==> src/rtl/ps2_key_event_rx.sv <==
// ps2_key_event_rx
// PS/2 keyboard receiver. It synchronises the raw PS/2 clock and data lines and
// checks each 11-bit frame (start, 8 data bits, odd parity, stop, inter-bit
// timeout). Valid bytes pass through an E0/F0/E1 prefix decoder, and the
// resulting {ext, brk, code} key events are buffered in a first-word-fall-through
// FIFO with a valid/ready interface.
module ps2_key_event_rx #(
    parameter int SYNC_STAGES    = 2,
    parameter int TIMEOUT_CYCLES = 100000,
    parameter int FIFO_DEPTH     = 8,
    localparam int LW            = $clog2(FIFO_DEPTH) + 1
) (
    input  logic          clk_in,
    input  logic          rst,
    input  logic          key_clk,
    input  logic          key_data,
    output logic          ev_valid,
    input  logic          ev_ready,
    output logic [7:0]    ev_code,
    output logic          ev_ext,
    output logic          ev_brk,
    output logic [LW-1:0] fifo_level,
    output logic          frame_err,
    output logic          overflow,
    input  logic          clr_ovf
);

    localparam int AW = $clog2(FIFO_DEPTH);
    localparam int TW = $clog2(TIMEOUT_CYCLES + 1);

    typedef enum logic [1:0] {S_IDLE, S_DATA, S_PARITY, S_STOP} frame_state_t;

    // synchroniser and edge detect state
    logic [SYNC_STAGES-1:0] clk_sync_q, clk_sync_d, data_sync_q, data_sync_d;
    logic                   clk_prev_q, clk_prev_d;
    logic                   clk_s, data_s, fall;

    // frame receiver state
    frame_state_t state_q, state_d;
    logic [2:0]   bit_cnt_q, bit_cnt_d;
    logic [7:0]   shift_q, shift_d;
    logic         parity_q, parity_d;
    logic [TW-1:0] tcnt_q, tcnt_d;
    logic [7:0]   byte_q, byte_d;
    logic         byte_ok_q, byte_ok_d;
    logic         bad_frame_q, bad_frame_d;
    logic         frame_err_q, frame_err_d;
    logic         timeout_hit;

    // prefix decoder state
    logic         ext_q, ext_d, brk_q, brk_d;
    logic [2:0]   skip_q, skip_d;
    logic         push;
    logic [9:0]   push_data;

    // event FIFO state
    logic [9:0]    mem_q [FIFO_DEPTH];
    logic [AW-1:0] wr_ptr_q, wr_ptr_d, rd_ptr_q, rd_ptr_d;
    logic [LW-1:0] count_q, count_d;
    logic [9:0]    head_q, head_d;
    logic          overflow_q, overflow_d;
    logic          full, pop, do_push;

    assign clk_s  = clk_sync_q[SYNC_STAGES-1];
    assign data_s = data_sync_q[SYNC_STAGES-1];
    assign fall   = clk_prev_q & ~clk_s;

    // shift the raw lines through the synchroniser and remember the previous clock level
    always_comb begin
        clk_sync_d  = {clk_sync_q[SYNC_STAGES-2:0], key_clk};
        data_sync_d = {data_sync_q[SYNC_STAGES-2:0], key_data};
        clk_prev_d  = clk_s;
    end

    // frame FSM: advances on each PS/2 falling edge, aborts on inter-bit timeout
    always_comb begin
        state_d     = state_q;
        bit_cnt_d   = bit_cnt_q;
        shift_d     = shift_q;
        parity_d    = parity_q;
        tcnt_d      = tcnt_q;
        byte_d      = byte_q;
        byte_ok_d   = 1'b0;
        bad_frame_d = 1'b0;
        timeout_hit = 1'b0;
        if (fall) begin
            tcnt_d = '0;
            unique case (state_q)
                S_IDLE: begin
                    if (!data_s) begin
                        state_d   = S_DATA;
                        bit_cnt_d = '0;
                    end
                end
                S_DATA: begin
                    shift_d   = {data_s, shift_q[7:1]};
                    bit_cnt_d = bit_cnt_q + 3'd1;
                    if (bit_cnt_q == 3'd7) state_d = S_PARITY;
                end
                S_PARITY: begin
                    parity_d = data_s;
                    state_d  = S_STOP;
                end
                S_STOP: begin
                    state_d = S_IDLE;
                    if ((^{shift_q, parity_q}) && data_s) begin
                        byte_ok_d = 1'b1;
                        byte_d    = shift_q;
                    end else begin
                        bad_frame_d = 1'b1;
                    end
                end
                default: state_d = S_IDLE;
            endcase
        end else if (state_q != S_IDLE) begin
            if (tcnt_q == TW'(TIMEOUT_CYCLES - 1)) begin
                state_d     = S_IDLE;
                tcnt_d      = '0;
                timeout_hit = 1'b1;
            end else begin
                tcnt_d = tcnt_q + 1'b1;
            end
        end
        frame_err_d = bad_frame_d | timeout_hit;
    end

    // prefix decoder: tracks E0/F0 flags, swallows the Pause tail, emits completed keys
    always_comb begin
        ext_d     = ext_q;
        brk_d     = brk_q;
        skip_d    = skip_q;
        push      = 1'b0;
        push_data = {ext_q, brk_q, byte_q};
        if (bad_frame_q) begin
            ext_d = 1'b0;
            brk_d = 1'b0;
        end else if (byte_ok_q) begin
            if (skip_q != 3'd0) begin
                skip_d = skip_q - 3'd1;
            end else begin
                case (byte_q)
                    8'hE1: begin
                        skip_d = 3'd7;
                        ext_d  = 1'b0;
                        brk_d  = 1'b0;
                    end
                    8'hE0: ext_d = 1'b1;
                    8'hF0: brk_d = 1'b1;
                    8'h00, 8'hAA, 8'hEE, 8'hFA, 8'hFC, 8'hFD, 8'hFE, 8'hFF: ;
                    default: begin
                        push  = 1'b1;
                        ext_d = 1'b0;
                        brk_d = 1'b0;
                    end
                endcase
            end
        end
    end

    // FIFO bookkeeping, registered head entry and sticky overflow flag
    always_comb begin
        full     = (count_q == LW'(FIFO_DEPTH));
        pop      = (count_q != '0) & ev_ready;
        do_push  = push & (~full | pop);
        wr_ptr_d = do_push ? wr_ptr_q + 1'b1 : wr_ptr_q;
        rd_ptr_d = pop ? rd_ptr_q + 1'b1 : rd_ptr_q;
        count_d  = count_q;
        if (do_push && !pop) count_d = count_q + LW'(1);
        else if (!do_push && pop) count_d = count_q - LW'(1);
        head_d = head_q;
        if (count_d != '0) begin
            head_d = (do_push && (rd_ptr_d == wr_ptr_q)) ? push_data : mem_q[rd_ptr_d];
        end
        overflow_d = overflow_q;
        if (push && full && !pop) overflow_d = 1'b1;
        else if (clr_ovf) overflow_d = 1'b0;
    end

    // register all control state; reset discards any partial frame and pending prefixes
    always_ff @(posedge clk_in or negedge rst) begin
        if (!rst) begin
            clk_sync_q  <= '1;
            data_sync_q <= '1;
            clk_prev_q  <= 1'b1;
            state_q     <= S_IDLE;
            bit_cnt_q   <= '0;
            shift_q     <= '0;
            parity_q    <= 1'b0;
            tcnt_q      <= '0;
            byte_q      <= '0;
            byte_ok_q   <= 1'b0;
            bad_frame_q <= 1'b0;
            frame_err_q <= 1'b0;
            ext_q       <= 1'b0;
            brk_q       <= 1'b0;
            skip_q      <= '0;
            wr_ptr_q    <= '0;
            rd_ptr_q    <= '0;
            count_q     <= '0;
            head_q      <= '0;
            overflow_q  <= 1'b0;
        end else begin
            clk_sync_q  <= clk_sync_d;
            data_sync_q <= data_sync_d;
            clk_prev_q  <= clk_prev_d;
            state_q     <= state_d;
            bit_cnt_q   <= bit_cnt_d;
            shift_q     <= shift_d;
            parity_q    <= parity_d;
            tcnt_q      <= tcnt_d;
            byte_q      <= byte_d;
            byte_ok_q   <= byte_ok_d;
            bad_frame_q <= bad_frame_d;
            frame_err_q <= frame_err_d;
            ext_q       <= ext_d;
            brk_q       <= brk_d;
            skip_q      <= skip_d;
            wr_ptr_q    <= wr_ptr_d;
            rd_ptr_q    <= rd_ptr_d;
            count_q     <= count_d;
            head_q      <= head_d;
            overflow_q  <= overflow_d;
        end
    end

    // FIFO storage; contents only matter once the matching count is non-zero, so no reset
    always_ff @(posedge clk_in) begin
        if (do_push) mem_q[wr_ptr_q] <= push_data;
    end

    assign ev_valid   = (count_q != '0);
    assign ev_code    = head_q[7:0];
    assign ev_brk     = head_q[8];
    assign ev_ext     = head_q[9];
    assign fifo_level = count_q;
    assign frame_err  = frame_err_q;
    assign overflow   = overflow_q;

endmodule

==> config.mk <==
export PLATFORM = sky130hd
export DESIGN_NAME = ps2_key_event_rx
export DESIGN_NICKNAME = d
export VERILOG_FILES = /design/src/rtl/ps2_key_event_rx.sv
export SDC_FILE = /design/constraint.sdc
export NUM_CORES = 1
export LEC_CHECK = 0
export BUFFER_PORTS_ARGS = -buffer_cell sky130_fd_sc_hd__buf_2
export CORE_MARGIN = 2
export CORE_UTILIZATION = 55
export CTS_BUF_LIST = sky130_fd_sc_hd__clkbuf_2 sky130_fd_sc_hd__clkbuf_4 sky130_fd_sc_hd__clkbuf_8
export CTS_CLUSTER_SIZE = 10
export DETAILED_ROUTE_END_ITERATION = 10
export PLACE_DENSITY = 0.72
export SETUP_SLACK_MARGIN = 0.1
export SLEW_MARGIN = 20
export SYNTH_ARGS = -nofsm -noshare
export SYNTH_HDL_FRONTEND = slang
export SYNTH_SLANG_ARGS = --single-unit
export TNS_END_PERCENT = 100
==> constraint.sdc <==
create_clock -name clk_in -period 4.13 [get_ports clk_in]
set_input_delay 0.413 -clock clk_in [delete_from_list [all_inputs] [get_ports clk_in]]
set_output_delay 0.413 -clock clk_in [all_outputs]
set_load 0.01 [all_outputs]
[Word-level counts from Yosys, hierarchy flattened]
Memories as Yosys holds them, arrays and structs flattened. A register that Yosys moved wholly into a read port is not among the register bits.
Cells that the tools add are included.
W data, S select, Z words.
Word-level totals
  register bits: 63
  bits in writable memories: 80
  output and inout bits: 17
  logic and storage cells: 130
  memories kept: 1
Memories
  mem_q: words 8, bits a word 10, read ports 1, clocked after Yosys merged registers in 1, write ports 1, line 57  | logic [9:0] mem_q [FIFO_DEPTH];
Cells by class
  add/sub/neg operators: 7
  eq/ne operators: 22
  mux-type cells: 41
  bitwise logic cells: 8
  reduce and logical (&&, ||, !) cells: 32
Operator list (number)
  $eq A8 B8 Y1 const B: 10
  $mux W17: 3
  $mux W1: 23
  $reduce_or A9 Y1: 2
  $add A17 B1 Y17 const B: 1
  $eq A17 B17 Y1 const B: 1
  $reduce_and A3 Y1: 5
  $reduce_bool A2 Y1: 7
  $mux W3: 4
  $reduce_or A11 Y1: 1
  $mux W2: 5
  $add A3 B1 Y3 const B: 3
  $reduce_xor A9 Y1: 1
  $logic_not A8 Y1: 1
  $mux W4: 2
  $pmux W2 S4: 1
  $reduce_bool A4 Y1: 2
  $ne A3 B3 Y1 const B: 2
  $pmux W3 S2: 1
  $logic_and A1 B1 Y1: 5
  $add A4 B1 Y4 const B: 1
  $eq A2 B2 Y1 const B: 2
  $eq A4 B4 Y1 const B: 1
  $ne A2 B1 Y1 const B: 2
  14 further kinds: 24

[Longest topological paths before layout]
Gate-level depths: netlist of the first run.
  depth after elaboration: 12
  mapped depth: 14
  mapped depth without buffers: 11

[Worst setup path after synthesis of the first run]
No wires, ideal clock.
  kind: register to register
  start: register count_q[0] (netlist: fifo_level[0])
  end: register head_q[0], read port of mem_q
  setup time: 0.125 ns
  arrival time: 3.052 ns
  data required time: 4.005 ns
  slack: 0.953 ns
  stages on the path, launching flop included: 13
  path buffers: 2
  clock period less this slack: 3.177 ns
  cell sequence: dfrtp_1 -> inv_1 -> ha_1 -> or3b_4 -> and2_4 -> buf_6 -> nand2_4 -> xor2_2 -> buf_6 -> xnor2_2 -> nor4_4 -> mux2_2 -> mux2_2
Between the ends
  longest elaborated chain between the ends: 9
  elaborated cells on any way between the ends: 16
  classes of those cells: add/sub: 2; eq/ne: 1; mux: 3; bitwise: 4; reduce/logical: 6
Ends and longest elaborated chain
  from (decl): line 59  | logic [LW-1:0] count_q, count_d;
  from (signal assigned): line 220  | count_q <= count_d;
  $reduce_bool A4 Y1 *
  named net ev_valid: line 17  | output logic ev_valid,
  $and A1 B1 Y1 *: line 163  | pop = (count_q != '0) & ev_ready;
  $or A1 B1 Y1: line 164  | do_push = push & (~full | pop);
  $and A1 B1 Y1: line 164
  $logic_not A1 Y1: line 169  | else if (!do_push && pop) count_d = count_q - LW'(1);
  $logic_and A1 B1 Y1: line 169
  $mux W4: line 169
  $mux W4: line 168  | if (do_push && !pop) count_d = count_q + LW'(1);
  $reduce_bool A4 Y1: line 171  | if (count_d != '0) begin
  to (decl): line 60  | logic [9:0] head_q, head_d;
Mark *: on every way through the listed nets, which the timed path passes. The rest lies on a longest branch.
A chain may end at the register's enable or synchronous reset.

[Worst setup path in the final report of the first run]
  start: register count_q[0] (netlist: fifo_level[0])
  end: register head_q[0], read port of mem_q
Between the ends
  longest elaborated chain between the ends: 9
  elaborated cells on any way between the ends: 16
  classes of those cells: add/sub: 2; eq/ne: 1; mux: 3; bitwise: 4; reduce/logical: 6
Ends and longest elaborated chain (line)
  $reduce_bool A4 Y1 or $eq A4 B4 Y1 (tied branches): 163, 162
  $and A1 B1 Y1 or $not A1 Y1 (tied branches): 163, 164
  $or A1 B1 Y1: 164
  $and A1 B1 Y1: 164
  $logic_not A1 Y1: 169
  $logic_and A1 B1 Y1: 169
  $mux W4: 169
  $mux W4: 168
  $reduce_bool A4 Y1: 171
Several ways; a longest one is shown, not always the timed one.

==> impl_results.md, run 1 <==
* Status: finished, final reports clean
* Slew @ Worst Pin at 921 ps
* Via count at 5136
* Internal Dissipation at 3.26 mW
* Largest cells by area after synthesis: edfxtp_1, dfrtp_1, mux2_2
* Startpoint Class: register
* Worst Hold Depth at 1
* Final net count at 683
* Multi-input gate area at 3010 um^2
* Switch share at 34.5%
* Worst EP required at 4480 ps
* Die ar. at 14500 um^2
* Met2 Resource Use GR at 41.4%
* Core ar. at 13200 um^2
* Largest net degree at the start of global routing at 74
* Routing usage on met3 at 4.43%
* # hold bufs at CTS at 0
* Met1 Usage GRT at 28.9%
* Layout area overhead at 10.7%
* Power Dens Cells at 605 nW/um^2
* Post-synthesis instance total at 633
* Diodes inserted at 0
* Commonest cells post-synth: edfxtp_1, dfrtp_1, nand2_1
* Crit. End Element: register
* Die height at 120 um
* Number of flops mapped to enable cells by yosys at 80
* H-tree levels at 4
* Gr busiest metal: met2
* Worst slack, placed at 651 ps
* Syn Nets at 652
* Logic pwr share at 37.5%
* Drt initial violations at 435
* First-pass GRT wire length at 26.4 mm
* Leakage at 3.23 nW
* Starting density of the core at 56.1%
* Reg-to-Reg End: head_q[0]
* Layout cell share with drive strength beyond 1 at 19.5%
* Worst skew pair latency at 460 ps
* # resized after CTS at 0
* Slack of the critical path at 609 ps
* MaxCap Viol Count at 0
* Floorplan row count at 42
* Max Slew Vio Count at 0
* Remaining DRCs at 0
* Final setup violation count at 0
* Port-buffer cells at 22
* Period utilization at 85.3%
* Hold EP: data_sync_q[0]
* FFs w/ async S/R, synth at 47.7%
* Antenna violations before repair at 0
* Wire per inst at 19.0 um
* Clk buf depth at 2
* FF-to-FF setup slack at 610 ps
* Avg Cell Area, Syn at 11.7 um^2
* Reg2reg start: fifo_level[0]
* DP HPWL at 10.7 mm
* Sequential group share of total power at 37.3%
* Total Neg Setup Slack at 0 ps
* Cell Area, Synth at 7430 um^2
* Final WL at 16.2 mm
* Critical path type: reg -> reg
* Yosys cell types at 56
* Hold wc startpoint: key_data
* Vias in the first global route at 5265
* Post-synth top flop: edfxtp_1
* Total gr overflow at 0
* CTS tree: built
* Crit path time final at 3520 ps
* Clk pwr share at 25.2%
* Clock root cell: clkbuf_8
* Maximum clock rate at 0.284 GHz
* Post-CTS Setup Bufs at 0
* Sequential Area at 4240 um^2
* Max IR drop VDD at 0.000295 V
* Final Util at 62.2%
* Yosys top cell area share at 32.3%
* Chip width at 120 um
* Arr. time, crit path at 3870 ps
* Yosys top cell by area: edfxtp_1
* Slew HR at 38.6%
* Hold WC Path Type: in -> reg
* Fin. Hold Viols at 0
* Crit Path Max Fanout at 21
* GRT Total Usage at 23.8%
* CTS clk-pin slew, worst paths at 90 ps
* CTS buffer count at 17
* Clock Skews at 13.7 ps
* Ys Warns at 0
* #FFs+latches synth at 153
* Fillers at 1063
* Most frequent cell after synthesis: edfxtp_1
* Clock Sinks at 153
* Switching Power at 1.72 mW
* Vias/cell at 6.03
* Ports at 23
* RSZ-0062 raised after global routing: false
* Post-synthesis sequential area ratio at 57.0%
* Post-DRT Antenna Nets at 0
* Final Wtd Congestion at 0.833
* Reg2Reg Depth at 11
* Drt pass-1 iters at 4
## placed cells by master, fill, tap and decap left out, drive strengths merged, types with 5 or more instances in the layout
| cell type | n |
|---|---|
| dfstp | 5 |
| o32a | 9 |
| nor3 | 23 |
| ha | 13 |
| nand2 | 62 |
| dfrtp | 68 |
| buf | 44 |
| inv | 14 |
| clkinv | 6 |
| nor2b | 16 |
| mux2i | 24 |
| a21oi | 20 |
| and3 | 5 |
| o22ai | 37 |
| bufinv | 5 |
| nand2b | 9 |
| xor2 | 16 |
| edfxtp | 80 |
| a211oi | 23 |
| o21ai | 24 |
| xnor2 | 15 |
| nand3 | 11 |
| nor2 | 44 |
| nand4 | 5 |
| nor4 | 6 |
| clkbuf | 17 |
| mux2 | 40 |
## sequential cells by signal, indices dropped and copies added (netlist names), 2 cells and up
register,count
bit_cnt_q,3
head_q,10
mem_q,80
byte_q,8
clk_sync_q,2
wr_ptr_q,3
tcnt_q,17
state_q,2
rd_ptr_q,3
shift_q,8
data_sync_q,2
fifo_level,4
skip_q,3
## per-stage QoR
step | instances | hold slack [ps] | cell area [um^2] | power (mW)
2_1_floorplan | 633 | 117 | 7430 | 3.31
3_3_place_gp | 821 | 346 | 7790 | 3.69
3_5_place_dp | 821 | 351 | 7790 | 3.76
4_1_cts | 852 | 26.2 | 8230 | 5.01
5_1_grt | 852 | 26.7 | 8230 | 5.27
6_report | 852 | 54.5 | 8230 | 4.98
## cell type report
class | instances | area share, %
sequential | 153 | 51.4
clock inverter | 14 | 2.49
multi-input combinational | 434 | 36.5
timing repair buffer | 44 | 3.37
tap | 176 | 2.67
clock buffer | 17 | 2.84
inverter | 14 | 0.638
## logic make-up after synthesis
kind of cell,share of synthesized area [%]
xor+xnor,3.85
simple gates,13.5
buf+inv,2.57
compound gates,11.3
fa+ha+maj,2.19
mux,9.59
flops,57.0
## how the worst max path moves through the flow
stage / from / to / slack [ps] / cells after the start
final: fifo_level[0] / head_q[0] / 610 / 11
after global routing: fifo_level[0] / head_q[4] / 420 / 11
after CTS: fifo_level[0] / head_q[0] / 630 / 11
after detailed placement: fifo_level[0] / head_q[0] / 650 / 11
after global placement: fifo_level[0] / head_q[9] / 820 / 11
after floorplan: fifo_level[0] / head_q[0] / 950 / 12
## worst max-delay path, stage by stage, from the launching register on
cell and delay, ps:
dfrtp_1 470, inv_1 140, ha_1 290, or3b_4 430, nand2_2 190, buf_4 280
nand2b_1 430, o22ai_1 270, nor3_1 80, o32a_1 320, mux2_2 250, mux2_2 260
## metal layers
| metal | vias up | wire, um |
|---|---|---|
| li1 | 2409 | - |
| met1 | 2548 | 6660 |
| met2 | 138 | 8420 |
| met3 | 41 | 664 |
| met4 | 0 | 416 |
| met5 | - | 0 |
## power groups by stage
stage	Combinational, mW	Clock (mW)	Sequential (mW)
after global routing	2.05	1.34	1.88
after floorplan	1.42	0	1.89
after CTS	1.87	1.27	1.86
final	1.87	1.26	1.86
after global placement	1.81	0	1.88
after detailed placement	1.86	0	1.89
Power figures use the tool's default switching activity.
==> run 2, diff against run 1 <==
--- a/config.mk
+++ b/config.mk
@@ -11,7 +11,7 @@
 export CTS_BUF_LIST = sky130_fd_sc_hd__clkbuf_2 sky130_fd_sc_hd__clkbuf_4 sky130_fd_sc_hd__clkbuf_8
 export CTS_CLUSTER_SIZE = 10
 export DETAILED_ROUTE_END_ITERATION = 10
-export PLACE_DENSITY = 0.72
+export PLACE_DENSITY = 0.75
 export SETUP_SLACK_MARGIN = 0.1
 export SLEW_MARGIN = 20
 export SYNTH_ARGS = -nofsm -noshare
==> constraint.sdc (replaced) <==
create_clock -name clk_in -period 3.1 [get_ports clk_in]
set_input_delay 0.31 -clock clk_in [delete_from_list [all_inputs] [get_ports clk_in]]
set_output_delay 0.31 -clock clk_in [all_outputs]
set_load 0.01 [all_outputs]
==> run 2 against run 1 <==
Net effect:
- largest power group unchanged
- die area is the same
- critical endpoint is now head_q[7]
- final area grew 1.4%
- sequential power grew 33%
- non-clock buffer count grew 11
- the flow now finishes with violations (negative hold slack)
- wire length shrank 7.3%
- largest cell class unchanged
- via count shrank 1.2%
- register-to-register slack lost 430 ps
==> impl_results.md, run 2 (same netlist as run 1, synthesis figures left out) <==
* Reg2Reg Depth at 11 (unchanged)
* Max reg flops at 80 (unchanged)
* Crit Path Max Fanout at 18 (was 21)
* Clock Sinks at 153 (unchanged)
* Total Neg Setup Slack at 0 ps (unchanged)
* Fillers at 1006 (was 1063)
* Fin. Hold Viols at 15 (was 0)
* Largest net degree at the start of global routing at 74 (unchanged)
* CTS buffer count at 17 (unchanged)
* Floorplan row count at 42 (unchanged)
* CTS tree: built (unchanged)
* DP HPWL at 10.3 mm (was 10.7 mm)
* Via count at 5072 (was 5136)
* Hold slack at -8.14 ps (was 54.5 ps)
* Status: finished, violations left (was finished, final reports clean)
* Antenna violations before repair at 0 (unchanged)
* Remaining DRCs at 0 (unchanged)
* Period utilization at 94.1% (was 85.3%)
* Vias/cell at 5.87 (was 6.03)
* Crit path top cell by count: mux2_2 (unchanged)
* Leakage at 3.31 nW (was 3.23 nW)
* RSZ-0062 raised after global routing: false (unchanged)
* Clk buf depth at 2 (unchanged)
* Layout cell share with drive strength beyond 1 at 21.7% (was 19.5%)
* Arr. time, crit path at 3260 ps (was 3870 ps)
* Slowest stage delay, CP at 440 ps (was 470 ps)
* CTS clk-pin slew, worst paths at 80 ps (was 90 ps)
* Worst skew pair latency at 460 ps (about the same)
* Maximum clock rate at 0.343 GHz (was 0.284 GHz)
* Slowest cell on the critical path: dfrtp_2 (was dfrtp_1)
* Diodes inserted at 0 (unchanged)
* Final setup violation count at 0 (unchanged)
* Layout Cells excl Fill at 864 (was 852)
* Final WL at 15.0 mm (was 16.2 mm)
* Largest reg by FF count: mem_q (unchanged)
* Final Wtd Congestion at 0.869 (was 0.833)
* Crit. End Element: register (unchanged)
* CP delay by family, top: simple AND/OR/NAND/NOR gates (unchanged)
* H-tree levels at 4 (unchanged)
* Slew HR at 38.9% (was 38.6%)
* Port-buffer cells at 22 (unchanged)
* Crit path time final at 2920 ps (was 3520 ps)
* Post-DRT Antenna Nets at 0 (unchanged)
* Drt initial violations at 413 (was 435)
* Critical path, cell by cell: inv_2, ha_4, or3b_4, and2_4, nand2_4, xor2_4, buf_6, nor3_1, o32a_1, mux2_2, mux2_2 (was inv_1, ha_1, or3b_4, nand2_2, buf_4, nand2b_1, o22ai_1, nor3_1, o32a_1, mux2_2, mux2_2)
* Worst EP required at 3450 ps (was 4480 ps)
* Die height at 120 um (unchanged)
* Die ar. at 14500 um^2 (unchanged)
* Drt pass-1 iters at 5 (was 4)
* MaxCap Viol Count at 0 (unchanged)
* Critical path type: reg -> reg (unchanged)
* First-pass GRT wire length at 24.6 mm (was 26.4 mm)
* Clock root cell: clkbuf_8 (unchanged)
* Hold WC Path Type: in -> async (was in -> reg)
* Final net count at 694 (was 683)
* Layout area overhead at 12.3% (was 10.7%)
* Ports at 23 (unchanged)
* Max IR drop VDD at 0.000343 V (was 0.000295 V)
* Wire per inst at 17.3 um (was 19.0 um)
* Failing checks: negative hold slack
* Clock Skews at 9.87 ps (was 13.7 ps)
* Max Slew Vio Count at 0 (unchanged)
* Commonest non-fill, non-tap cell in the layout: edfxtp_1 (unchanged)
* GRT Total Usage at 21.9% (was 23.8%)
* Regs by FF count: mem_q x80, tcnt_q x17, head_q x10 (unchanged)
* Total gr overflow at 0 (unchanged)
* CP Buf/Inv Count at 2 (unchanged)
* Vias in the first global route at 5018 (was 5265)
* Power Dens Cells at 791 nW/um^2 (was 605 nW/um^2)
* Dpl cells at 828 (was 821)
* Core ar. at 13200 um^2 (unchanged)
* Starting density of the core at 56.1% (unchanged)
* Slew @ Worst Pin at 917 ps (was 921 ps)
* Crit path depth at 11 (unchanged)
* Commonest non-fill, non-tap cells in the layout: edfxtp_1, dfrtp_1, nand2_1 (unchanged)
* Chip width at 120 um (unchanged)
* Startpoint Class: register (unchanged)
-- run 2: area by class of cell --
| class | instances | area, um^2 | area share [%] |
|---|---|---|---|
| clock buffers | 20 | 263 | 3.15 |
| clock inverters | 12 | 124 | 1.48 |
| inverters | 14 | 52.6 | 0.629 |
| multi-input cells | 434 | 3060 | 36.6 |
| flip-flops and latches | 153 | 4240 | 50.7 |
| well taps | 176 | 220 | 2.64 |
| repair buffers | 55 | 393 | 4.70 |
-- run 2: repair_timing --
| item | 4_1_cts | 5_1_grt |
|---|---|---|
| gates resized for setup | 1 | 10 |
| endpoints found under the setup margin | 1 | 16 |
| hold buffers | 2 | 0 |
| endpoints found under the hold margin | 2 | 0 |
| pin swaps | 0 | 1 |
| cloned | 0 | 0 |
| setup buffers | 0 | 2 |
-- run 2: where the power goes --
group / internal, mW / switching, mW / leakage, nW
registers: 2.31 / 0.170 / 1.71
logic: 1.22 / 1.44 / 1.42
clock network: 0.748 / 0.722 / 0.185
-- run 2: worst reg2reg max path, delay by kind of cell (launching register included) --
| kind | cells | cell delay (ps) |
|---|---|---|
| AO/OA/AOI/OAI | 1 | 330 |
| XOR/XNOR | 1 | 230 |
| adder cells (fa/ha/maj) | 1 | 160 |
| buffers and inverters | 2 | 310 |
| flip-flops | 1 | 440 |
| multiplexers | 2 | 520 |
| AND/OR/NAND/NOR | 4 | 830 |
-- run 2: stage by stage --
step	cell area, um^2	worst slack, ps	total power [mW]	hold WS (ps)	utilization (%)
floorplan	7460	81.4	4.48	14.4	-
global placement	7870	176	4.95	346	59.4
detailed placement	7870	107	5.05	350	59.4
CTS	8280	121	6.54	7.86	62.5
global route	8350	95.8	6.97	47.5	63.1
finish	8350	181	6.61	-8.14	63.1
-- run 2: path summary, 6_finish.rpt --
path                           startpoint             end  slack (ps)
max                         fifo_level[1]       head_q[7]         180
min                                   rst      tcnt_q[12]          -8
min in group clk_in               clr_ovf        overflow          40
max in group asynchronous             rst   fifo_level[1]        2480
min reg2reg                data_sync_q[0]  data_sync_q[1]         360
max reg2reg                 fifo_level[1]       head_q[7]         180
-- run 2: per-layer routing --
| layer | share of wire, % | up-vias | GRT usage, % |
|---|---|---|---|
| met5 | 0 | - | 0 |
| met4 | 2.0 | 0 | 8.79 |
| met3 | 4.0 | 28 | 4.29 |
| met2 | 50 | 122 | 37.1 |
| met1 | 44 | 2491 | 27.7 |
| li1 | - | 2431 | - |
==> run 3, diff against run 2 <==
--- a/config.mk
+++ b/config.mk
@@ -5,6 +5,7 @@
 export SDC_FILE = /design/constraint.sdc
 export NUM_CORES = 1
 export LEC_CHECK = 0
+export ABC_AREA = 1
 export BUFFER_PORTS_ARGS = -buffer_cell sky130_fd_sc_hd__buf_2
 export CORE_MARGIN = 2
 export CORE_UTILIZATION = 55
==> run 3 against run 2 <==
Net effect:
- the flow now finishes without violations
- register-to-register slack improved by 170 ps
- clock skew about the same
- wire length increased by 2.5%
- worst setup slack improved by 170 ps
- maximum frequency increased by 6.3%
- first-iteration DRC count increased by 61%
- via count increased by 4.9%
- core utilization increased by 0.069 points
- largest cell class unchanged
- largest power group is now registers
==> impl_results.md, run 3 <==
* Status: finished, final reports clean (was finished, violations left)
* Largest reg by FF count: mem_q (unchanged)
* Drt pass-1 iters at 5 (unchanged)
* Critical path, cell by cell: inv_1, ha_1, nand3_2, nand2_2, nand2_1, o21ai_2, buf_4, clkinvlp_4, nand3_1, nand3_1, nand2_1, nand2_1, nand2_1, nand2_1, nand2_1 (was inv_2, ha_4, or3b_4, and2_4, nand2_4, xor2_4, buf_6, nor3_1, o32a_1, mux2_2, mux2_2)
* CTS buffer count at 17 (unchanged)
* Avg Cell Area, Syn at 9.39 um^2 (was 11.7 um^2)
* Clock Sinks at 153 (unchanged)
* Port-buffer cells at 22 (unchanged)
* Crit Path Max Fanout at 23 (was 18)
* Clock root cell: clkbuf_8 (unchanged)
* Cell Area, Synth at 7070 um^2 (was 7430 um^2)
* Critical path type: reg -> reg (unchanged)
* Yosys top cell area share at 34.0% (was 32.3%)
* MaxCap Viol Count at 0 (unchanged)
* Clock Skews at 10.1 ps (was 9.87 ps)
* Crit path time final at 2750 ps (was 2920 ps)
* Slew @ Worst Pin at 625 ps (was 917 ps)
* Commonest non-fill, non-tap cells in the layout: nand2_1, nand3_1, edfxtp_1 (was edfxtp_1, dfrtp_1, nand2_1)
* Largest net degree at the start of global routing at 43 (was 74)
* Floorplan row count at 41 (was 42)
* Arr. time, crit path at 3140 ps (was 3260 ps)
* Leakage at 3.58 nW (was 3.31 nW)
* Die ar. at 13800 um^2 (was 14500 um^2)
* Clk buf depth at 2 (unchanged)
* Slew HR at 58.4% (was 38.9%)
* Most frequent cell after synthesis: nand2_1 (was edfxtp_1)
* Commonest non-fill, non-tap cell in the layout: nand2_1 (was edfxtp_1)
* CTS clk-pin slew, worst paths at 80 ps (about the same)
* Layout Cells excl Fill at 983 (was 864)
* Starting density of the core at 56.3% (was 56.1%)
* Yosys top cell by area: edfxtp_1 (unchanged)
* Commonest cells post-synth: nand2_1, nand3_1, edfxtp_1 (was edfxtp_1, dfrtp_1, nand2_1)
* Die height at 117 um (was 120 um)
* Diodes inserted at 0 (unchanged)
* Largest cells by area after synthesis: edfxtp_1, dfrtp_1, nand2_1 (was edfxtp_1, dfrtp_1, mux2_2)
* Syn Nets at 772 (was 652)
* Total Neg Setup Slack at 0 ps (unchanged)
* Dpl cells at 946 (was 828)
* Ports at 23 (unchanged)
* Max reg flops at 80 (unchanged)
* GRT Total Usage at 23.4% (was 21.9%)
* Core ar. at 12600 um^2 (was 13200 um^2)
* Max Slew Vio Count at 0 (unchanged)
* Post-synthesis sequential area ratio at 59.9% (was 57.0%)
* Design Power at 6.41 mW (was 6.61 mW)
* Worst skew pair latency at 450 ps (was 460 ps)
* Total gr overflow at 0 (unchanged)
* RSZ-0062 raised after global routing: false (unchanged)
* Layout area overhead at 12.2% (was 12.3%)
* First-pass GRT wire length at 25.4 mm (was 24.6 mm)
* Via count at 5319 (was 5072)
* Post-DRT Antenna Nets at 0 (unchanged)
* Crit. End Element: register (unchanged)
* Post-synthesis instance total at 753 (was 633)
* DP HPWL at 10.0 mm (was 10.3 mm)
* Final Wtd Congestion at 0.868 (was 0.869)
* Period utilization at 88.6% (was 94.1%)
* Wire per inst at 15.6 um (was 17.3 um)
* Number of flops mapped to enable cells by yosys at 80 (unchanged)
* Final WL at 15.3 mm (was 15.0 mm)
* Final net count at 817 (was 694)
* Remaining DRCs at 0 (unchanged)
* Antenna violations before repair at 0 (unchanged)
* H-tree levels at 4 (unchanged)
* Fin. Hold Viols at 0 (was 15)
* Drt initial violations at 664 (was 413)
* Power Dens Cells at 808 nW/um^2 (was 791 nW/um^2)
* Layout cell share with drive strength beyond 1 at 12.7% (was 21.7%)
* Final setup violation count at 0 (unchanged)
* Slowest cell on the critical path: dfrtp_1 (was dfrtp_2)
* #FFs+latches synth at 153 (unchanged)
* Slowest stage delay, CP at 430 ps (was 440 ps)
* Yosys cell types at 35 (was 56)
* Crit path top cell by count: nand2_1 (was mux2_2)
* Maximum clock rate at 0.364 GHz (was 0.343 GHz)
* Post-synth top flop: edfxtp_1 (unchanged)
* Worst EP required at 3490 ps (was 3450 ps)
* FFs w/ async S/R, synth at 47.7% (unchanged)
* Vias in the first global route at 5289 (was 5018)
* Hold WC Path Type: in -> reg (was in -> async)
* Startpoint Class: register (unchanged)
* Area after DPL at 7470 um^2 (was 7870 um^2)
* Design Area, Final at 7930 um^2 (was 8350 um^2)
* Vias/cell at 5.41 (was 5.87)
* Ys Warns at 0 (unchanged)
* CTS tree: built (unchanged)
* Chip width at 117 um (was 120 um)
* Max IR drop VDD at 0.000565 V (was 0.000343 V)
* Regs by FF count: mem_q x80, tcnt_q x17, head_q x10 (unchanged)
[run 3: cell count changes in the layout (fill, tap and decap cells not counted), sizes merged, moves of 9 or more]
cell,before,now
nand2,62,241
nand2b,9,0
nor2,44,55
inv,16,66
nand3,11,104
mux2i,24,0
o32a,9,0
a211oi,23,1
nor3,23,9
o22ai,37,0
a21oi,20,10
mux2,40,0
nor2b,16,0
[run 3: metal layers]
metal | GRT usage (%) | wire length, um
met4 | 11.5 | 468
met1 | 28.7 | 6340
met5 | 0 | 0
met2 | 38.8 | 7560
met3 | 5.84 | 975
[run 3: worst max-delay path, delay by kind of cell, from the launching register on]
family	cells	cell delay [ps]
compound gates	1	100
flops	1	430
buf+inv	3	800
fa+ha+maj	1	260
simple gates	10	1100
[run 3: cells by family after synthesis]
| family | synth area share, % |
|---|---|
| simple gates | 25.4 |
| flops | 59.9 |
| buf+inv | 5.31 |
| compound gates | 4.12 |
| xor+xnor | 2.97 |
| fa+ha+maj | 2.30 |
[run 3: repair_timing]
action,CTS,global route
hold buffers,3,0
setup buffers,0,1
hold endpoints to repair,70,0
gates resized for setup,0,4
setup endpoints to repair,0,10
[run 3: final timing paths]
| path | end | from | slack (ps) | depth (start not counted) |
|---|---|---|---|---|
| worst max-delay path | head_q[6] | fifo_level[0] | 350 | 15 |
| min in group asynchronous | tcnt_q[10] | rst | 430 | 3 |
| max in group asynchronous | data_sync_q[1] | rst | 2300 | 3 |
| worst max register to register | head_q[6] | fifo_level[0] | 350 | 15 |
| worst min-delay path | overflow | clr_ovf | 40 | 2 |
| worst min register to register | data_sync_q[1] | data_sync_q[0] | 360 | 0 |
[run 3: power breakdown]
part	switching [mW]	internal, mW	total, mW	leakage, nW
combinational	1.59	0.830	2.42	1.63
sequential	0.151	2.31	2.46	1.74
clock	0.724	0.798	1.52	0.202
[run 3: area by class of cell]
class | count | area, um^2
multi-input combinational | 511 | 2490
timing repair buffer | 49 | 333
clock inverter | 10 | 115
sequential | 153 | 4240
clock buffer | 22 | 290
timing repair inverter | 1 | 7.51
tap | 172 | 215
fill | 1015 | 4630
inverter | 65 | 248
[run 3: metrics by stage]
| stage | setup slack [ps] | util, % | hold WS [ps] |
|---|---|---|---|
| finish | 355 | 63.1 | 38.8 |
| detailed placement | 250 | 59.4 | 350 |
| CTS | 230 | 62.9 | 12.2 |
| floorplan | 350 | - | 14.4 |
| global route | 144 | 63.1 | 21.2 |
| global placement | 357 | 59.4 | 346 |
